`src/rtl/debug_pkg.sv`:
```
// Shared types and helpers for the debug dump path: section order, FSM states
// and the byte budget of a full dump.
package debug_pkg;

    typedef enum logic [1:0] {
        SEC_PC,
        SEC_LATCH,
        SEC_REGS,
        SEC_MEM
    } sec_t;

    typedef enum logic [2:0] {
        ST_IDLE,
        ST_FETCH,
        ST_LOAD,
        ST_SEND,
        ST_WAIT,
        ST_FINISH
    } state_t;

    localparam int LEN_DEFAULT    = 32;
    localparam int BYTES_PER_WORD = LEN_DEFAULT / 8;

    function automatic int total_bytes(input int bpw, input int nb_latch,
                                       input int cant_regs, input int cant_mem);
        return bpw + nb_latch + bpw * cant_regs + bpw * cant_mem;
    endfunction

endpackage

```
`src/rtl/byte_serializer.sv`:
```
// Word shift register that presents one byte at a time, LSB first. A single-byte
// load reports last immediately so latch bytes reuse the same path.
module byte_serializer #(
    parameter int LEN      = 32,
    parameter int LEN_DATA = 8
) (
    input  logic                clk,
    input  logic                reset,
    input  logic                i_load,
    input  logic [LEN-1:0]      i_word,
    input  logic                i_single,
    input  logic                i_advance,
    output logic [LEN_DATA-1:0] o_byte,
    output logic                o_last
);

    localparam int BPW = LEN / LEN_DATA;
    localparam int BCW = (BPW > 1) ? $clog2(BPW) : 1;

    logic [LEN-1:0] r_shift;
    logic [BCW-1:0] r_byte_cnt;
    logic           r_single;

    always_ff @(posedge clk or posedge reset) begin
        if (reset) begin
            r_shift    <= '0;
            r_byte_cnt <= '0;
            r_single   <= 1'b0;
        end else if (i_load) begin
            r_shift    <= i_word;
            r_byte_cnt <= '0;
            r_single   <= i_single;
        end else if (i_advance) begin
            r_shift    <= r_shift >> LEN_DATA;
            r_byte_cnt <= r_byte_cnt + 1'b1;
        end
    end

    assign o_byte = r_shift[LEN_DATA-1:0];
    assign o_last = r_single || (r_byte_cnt == BCW'(BPW - 1));

endmodule

```
`src/rtl/debug_dump_sequencer.sv`:
```
// Owns the debug UART during a state dump: PC, latch snapshot, register file and
// data memory are streamed byte by byte while the recolector is walked in step.
module debug_dump_sequencer
    import debug_pkg::*;
#(
    parameter int LEN            = 32,
    parameter int NB_LATCH_BYTES = 52,
    parameter int CANT_REGS      = 32,
    parameter int CANT_MEM       = 16,
    parameter int LEN_DATA       = 8
) (
    input  logic                        clk,
    input  logic                        reset,
    input  logic                        start,
    input  logic [LEN-1:0]              pc,
    input  logic [NB_LATCH_BYTES*8-1:0] latches,
    input  logic [LEN-1:0]              recolector,
    input  logic                        tx_done,
    output logic                        tx_start,
    output logic [LEN_DATA-1:0]         uart_data_out,
    output logic                        restart_recolector,
    output logic                        send_regs_recolector,
    output logic                        enable_next_recolector,
    output logic                        busy,
    output logic                        done
);

    localparam int MAX_A     = (NB_LATCH_BYTES > CANT_REGS) ? NB_LATCH_BYTES : CANT_REGS;
    localparam int MAX_ITEMS = (MAX_A > CANT_MEM) ? MAX_A : CANT_MEM;
    localparam int IW        = (MAX_ITEMS > 1) ? $clog2(MAX_ITEMS) : 1;

    localparam logic [IW-1:0] LAST_LATCH = IW'(NB_LATCH_BYTES - 1);
    localparam logic [IW-1:0] LAST_REG   = IW'(CANT_REGS - 1);
    localparam logic [IW-1:0] LAST_MEM   = IW'(CANT_MEM - 1);

    state_t          r_state, w_state_nxt;
    sec_t            r_sec, w_sec_nxt;
    logic [IW-1:0]   r_item, w_item_nxt;

    logic [LEN-1:0]  r_pc_sh;
    logic [7:0]      r_latch_sh [NB_LATCH_BYTES];

    logic            w_accept;
    logic            w_load;
    logic            w_single;
    logic            w_advance;
    logic [LEN-1:0]  w_load_word;
    logic            w_ser_last;

    assign w_accept = (r_state == ST_IDLE) && start;

    // Shadow copies are pure data; they only matter once a dump is accepted.
    always_ff @(posedge clk) begin
        if (w_accept) begin
            r_pc_sh <= pc;
            for (int k = 0; k < NB_LATCH_BYTES; k++) begin
                r_latch_sh[k] <= latches[k*8 +: 8];
            end
        end
    end

    always_ff @(posedge clk or posedge reset) begin
        if (reset) begin
            r_state <= ST_IDLE;
            r_sec   <= SEC_PC;
            r_item  <= '0;
        end else begin
            r_state <= w_state_nxt;
            r_sec   <= w_sec_nxt;
            r_item  <= w_item_nxt;
        end
    end

    always_comb begin
        w_state_nxt            = r_state;
        w_sec_nxt              = r_sec;
        w_item_nxt             = r_item;
        w_load                 = 1'b0;
        w_single               = 1'b0;
        w_advance              = 1'b0;
        w_load_word            = '0;
        tx_start               = 1'b0;
        restart_recolector     = 1'b0;
        enable_next_recolector = 1'b0;
        done                   = 1'b0;
        case (r_state)
            ST_IDLE: begin
                if (start) begin
                    w_state_nxt = ST_LOAD;
                    w_sec_nxt   = SEC_PC;
                    w_item_nxt  = '0;
                end
            end
            ST_FETCH: begin
                restart_recolector     = (r_item == '0);
                enable_next_recolector = (r_item != '0);
                w_state_nxt            = ST_LOAD;
            end
            ST_LOAD: begin
                w_load = 1'b1;
                case (r_sec)
                    SEC_PC:    w_load_word = r_pc_sh;
                    SEC_LATCH: begin
                        w_load_word = {{(LEN-8){1'b0}}, r_latch_sh[r_item]};
                        w_single    = 1'b1;
                    end
                    default:   w_load_word = recolector;
                endcase
                w_state_nxt = ST_SEND;
            end
            ST_SEND: begin
                tx_start    = 1'b1;
                w_state_nxt = ST_WAIT;
            end
            ST_WAIT: begin
                if (tx_done) begin
                    if (!w_ser_last) begin
                        w_advance   = 1'b1;
                        w_state_nxt = ST_SEND;
                    end else begin
                        case (r_sec)
                            SEC_PC: begin
                                w_state_nxt = ST_LOAD;
                                w_sec_nxt   = SEC_LATCH;
                                w_item_nxt  = '0;
                            end
                            SEC_LATCH: begin
                                if (r_item == LAST_LATCH) begin
                                    w_state_nxt = ST_FETCH;
                                    w_sec_nxt   = SEC_REGS;
                                    w_item_nxt  = '0;
                                end else begin
                                    w_state_nxt = ST_LOAD;
                                    w_item_nxt  = r_item + 1'b1;
                                end
                            end
                            SEC_REGS: begin
                                w_state_nxt = ST_FETCH;
                                if (r_item == LAST_REG) begin
                                    w_sec_nxt  = SEC_MEM;
                                    w_item_nxt = '0;
                                end else begin
                                    w_item_nxt = r_item + 1'b1;
                                end
                            end
                            default: begin
                                if (r_item == LAST_MEM) begin
                                    w_state_nxt = ST_FINISH;
                                end else begin
                                    w_state_nxt = ST_FETCH;
                                    w_item_nxt  = r_item + 1'b1;
                                end
                            end
                        endcase
                    end
                end
            end
            ST_FINISH: begin
                done        = 1'b1;
                w_state_nxt = ST_IDLE;
            end
            default: w_state_nxt = ST_IDLE;
        endcase
    end

    // FINISH already counts as not busy so a new start lands right after done.
    assign busy                 = (r_state != ST_IDLE) && (r_state != ST_FINISH);
    assign send_regs_recolector = busy && (r_sec == SEC_REGS);

    byte_serializer #(
        .LEN      (LEN),
        .LEN_DATA (LEN_DATA)
    ) u_ser (
        .clk       (clk),
        .reset     (reset),
        .i_load    (w_load),
        .i_word    (w_load_word),
        .i_single  (w_single),
        .i_advance (w_advance),
        .o_byte    (uart_data_out),
        .o_last    (w_ser_last)
    );

endmodule

```
`config.mk`:
```
export PLATFORM = sky130hd
export DESIGN_NAME = debug_dump_sequencer
export DESIGN_NICKNAME = d
export VERILOG_FILES = /design/src/rtl/debug_pkg.sv /design/src/rtl/byte_serializer.sv /design/src/rtl/debug_dump_sequencer.sv
export SDC_FILE = /design/constraint.sdc
export NUM_CORES = 1
export LEC_CHECK = 0
export BUFFER_PORTS_ARGS = -buffer_cell sky130_fd_sc_hd__buf_4
export CORE_ASPECT_RATIO = 0.7
export CORE_MARGIN = 4
export CORE_UTILIZATION = 57
export DETAILED_ROUTE_END_ITERATION = 10
export PLACE_DENSITY = 0.9
export SETUP_SLACK_MARGIN = 0.1
export SLEW_MARGIN = 20
export SYNTH_ARGS = -nofsm -noshare
export SYNTH_HDL_FRONTEND = slang
export SYNTH_SLANG_ARGS = --single-unit
```
`constraint.sdc`:
```
create_clock -name clk -period 70.5 [get_ports clk]
set_input_delay 3.525 -clock clk [delete_from_list [all_inputs] [get_ports clk]]
set_output_delay 3.525 -clock clk [all_outputs]
set_load 0.01 [all_outputs]
```
# After elaboration in Yosys (flattened, before gate mapping)
# Memory sizes are Yosys's and may differ from the RTL's.
# Index checks and enable logic that the tools add are counted.
# word_totals
ff_bits,78
ram_bits,416
elab_cells,83
mem_count,1
# mem_list
name,depth,width,rd,rd_ports_with_merged_regs,wr,line_no,rtl
r_latch_sh,52,8,1,0,52,debug_dump_sequencer.sv:41,logic [7:0] r_latch_sh [NB_LATCH_BYTES];
# op_classes
add_sub_neg,2
eq_ne,19
mux,40
n_reduce_logical,14
# ops
cell,n
$mux 32,3
$pmux 32 s2,1
$mux 6,6
$pmux 6 s3,1
$mux 2,8
$pmux 3 s5,1
$mux 1,12
$mux 3,4
$pmux 6 s2,1
$ne 3x3->1 const B,3
$pmux 3 s3,1
$reduce_and 7->1,1
$add 6x1->6 const B,1
$eq 3x2->1 const B,2
$eq 3x3->1 const B,2
$eq 6x4->1 const B,1
$eq 6x5->1 const B,1
$eq 6x6->1 const B,1
$logic_not 6->1,1
$ne 2x2->1 const B,3
$pmux 2 s3,1
$reduce_bool 6->1,1
$ne 5x5->1 const B,1
$reduce_and 5->1,1
13 further kinds,17

# Longest topological paths before layout
# logic_depth
word_depth,7
ltp_mapped,8
depth_no_buf,7

# Hierarchy
# A second synthesis with hierarchy kept.
# hier_totals
cells_unflattened,1063
area_unflattened_um2,19887.8
# modules_own_cells
mod,instances,cells_per_inst,area_each_um2
debug_dump_sequencer,1,905,18221.2
byte_serializer,1,158,1666.6

# Least setup slack after synthesis
# Ideal clock, no wire load.
# synth_path
path_type,in2reg
from,input port start
to,"memory r_latch_sh[0][0], enable pin"
arrival_ns,33.677
path_slack_ns,35.013
cell_stages,2
path_cell_list,nand2b_1 nor3_1
# synth_rtl
item,line_no,rtl
"start, declared",debug_dump_sequencer.sv:14,"input logic start,"
"end, declared",debug_dump_sequencer.sv:41,

==> results.sh <==
export IMPL_status="completed"
export IMPL_leakagePower_uw=0.00933
export IMPL_cts_root_buf="clkbuf_16"
export IMPL_detail_route_antenna_nets=0
export IMPL_pwr_density_cell_mw_per_mm2=32.6
export IMPL_finalSetupViolCount=0
export IMPL_syn_num_nets=1668
export IMPL_tns_ps=0
export IMPL_track_usage_pct=29.4
export IMPL_drv_slew=0
export IMPL_max_freq_ghz=0.158
export IMPL_cts_buffers=46
export IMPL_rsz0062_at_grt="false"
export IMPL_dieArea_mm2=0.0381
export IMPL_viasPerCell=6.03
export IMPL_initialDrtViolationCount=1400
export IMPL_min_period_over_period_pct=9.00
export IMPL_nNetsFinal=2148
export IMPL_clock_sinks=494
export IMPL_avgSynthCellArea_um2=17.0
export IMPL_hold_viol=0
export IMPL_grt_max_degree=91
export IMPL_io_buffers=497
export IMPL_io_pins=498
export IMPL_yosys_warnings=0
export IMPL_grt_pass1_wl_um=82300
export IMPL_final_util_pct=73.4
export IMPL_crit_arrival_ps=6560
export IMPL_antenna_found_initial=8
export IMPL_drt_total_wl_um=58200
export IMPL_start_kind="input port"
export IMPL_async_flop_share_pct=9.31
export IMPL_grt_overflow=0
export IMPL_final_cell_mix="buf_4, edfxtp_1, mux2_2"
export IMPL_initial_core_util_pct=57.7
export IMPL_crit_type="in2reg"
export IMPL_die_w_um=232
export IMPL_ys_types=62
export IMPL_clock_skew_ps=14.0
export IMPL_cts_hold_buf=0
export IMPL_ys_seq_elements=494
export IMPL_wl_per_cell_um=26.9
export IMPL_crit_required_ps=70720
export IMPL_grt_pass1_vias=13295
export IMPL_multi_input_area_mm2=0.00490
export IMPL_cts_tree="done"
export IMPL_drc=0
export IMPL_path_max_fanout=79
export IMPL_yosysSeqAreaShare_pct=73.2
export IMPL_hpwl_um=42000
export IMPL_min_period_ps=6350
export IMPL_ir_drop_mv=0.0233
export IMPL_insertion_delay_ps=550
export IMPL_area_growth_pct=27.4
export IMPL_layout_drive_gt1_share_pct=41.9
export IMPL_maxSlewHeadroom_pct=14.4
export IMPL_cts_resized=0
export IMPL_path_clk_slew_ps=60
export IMPL_gp_congestion=0.861
export IMPL_postSynthCellCount=1176
export IMPL_ys_flop_type="edfxtp_1"
export IMPL_worst_pin_slew_ps=1270
export IMPL_die_y_um=165
export IMPL_netlist_area_mm2=0.0199
export IMPL_firstDrtPassIters=5
export IMPL_seqCellArea_mm2=0.0146
export IMPL_core_mm2=0.0346
export IMPL_rows=57
export IMPL_layout_commonest_cell="buf_4"
export IMPL_cap_violations=0
export IMPL_hold_class="reg2reg"
export IMPL_synth_edf_count=448
export IMPL_htree_levels=2
export IMPL_critPathCaptureType="flip-flop"
export IMPL_cts_setup_buffers=0
export IMPL_clk_path_buf_depth=3
export IMPL_vias=13062
export IMPL_fill_cells=2060
==> kinds of logic (layout without fill, tap and decap cells) <==
family                     after synthesis  count (layout)  synth area share, %
adders and majority gates                8               8                0.502
buffers and inverters                   90             602                 2.26
and+or+nand+nor                        237             237                 6.45
DFF                                    494             494                 73.2
muxes                                  125             125                 9.83
other                                    0               5                    0
AOI/OAI and AO/OA                      222             222                 7.74
==> path summary, 6_finish.rpt <==
check	slack (ps)	startpoint	cells after the start	end
max	64150	start	7	r_latch_sh[19][5]
min	510	u_ser.r_shift[30]	2	u_ser.r_shift[30]
max reg2reg	66550	r_state[2]	6	r_latch_sh[19][5]
min reg2reg	510	u_ser.r_shift[30]	2	u_ser.r_shift[30]
max in group asynchronous	66800	reset	2	r_item[0]
min in group asynchronous	3120	reset	2	r_state[1]
==> synthesized netlist by cell type, types with 2 or more instances <==
cell type	n	area, µm²
a211o_1	6	52.6
a211oi_1	57	428
a21boi_0	8	60.1
a21o_1	2	15.0
a21oi_1	7	35.0
a221o_1	8	80.1
a22o_1	2	17.5
a22oi_1	15	113
a31o_2	2	17.5
a31oi_1	11	68.8
and2_1	3	18.8
and3_1	17	106
buf_1	8	30.0
buf_2	28	140
buf_4	17	128
buf_6	2	22.5
clkbuf_1	24	90.1
dfrtp_1	46	1150
edfxtp_1	448	13500
ha_1	8	100
inv_1	9	33.8
inv_2	2	7.51
mux2_2	67	754
mux2i_1	8	80.1
mux4_2	50	1130
nand2_1	58	218
nand2b_1	10	62.6
nand3_1	25	125
nor2_1	35	131
nor2b_1	39	244
nor3_1	6	30.0
nor3b_1	2	15.0
nor4_1	24	150
o211ai_1	5	37.5
o21ai_0	41	205
o21ai_1	6	30.0
o22a_1	7	61.3
o22ai_1	29	181
o31ai_1	8	60.1
or3_1	3	18.8
or3b_2	2	17.5
==> flip-flops by register name, summed over array words and instances (netlist names) <==
name              count
r_latch_sh          416
r_pc_sh              32
u_ser.r_shift        32
r_item                6
r_state               3
r_sec                 2
u_ser.r_byte_cnt      2
u_ser.r_single        1
==> power breakdown <==
group          switching [µW]  internal (µW)
registers                26.1            400
logic                     101           66.4
clock network             104            130
==> critical path, stage by stage <==
cell and delay, ps:
buf_4 90, nand2b_1 90, nor3_2 170, buf_4 760
buf_4 890, buf_4 490, buf_16 330
==> final cells by class <==
type / instances / share of cell area (%)
well taps: 472 / 2.32
clock inverters: 15 / 0.394
diodes: 5 / 0.0493
clock buffers: 65 / 5.06
flip-flops and latches: 494 / 57.5
inverters: 11 / 0.167
repair buffers: 511 / 15.2
multi-input cells: 592 / 19.3
==> routing by layer <==
layer  up-vias  share of wire [%]  GRT usage (%)
li1       5659                  -              -
met4         6                3.0           8.12
met1      6589                 38           38.8
met5         -              0.088              0
met2       686                 51           49.9
met3       122                8.7           6.84
==> metrics by stage <==
step | std cells | hold WS, ps | area (µm²) | worst slack, ps | total power, µW
6_report | 2165 | 506 | 25400 | 64150 | 829
5_1_grt | 2164 | 527 | 25400 | 64060 | 861
4_1_cts | 2159 | 505 | 25400 | 64100 | 827
3_5_place_dp | 2079 | 491 | 24000 | 63520 | 595
3_3_place_gp | 2079 | 483 | 24000 | 63630 | 583
2_1_floorplan | 1176 | 468 | 19900 | 35010 | 602
Power figures use the tool's default switching activity.
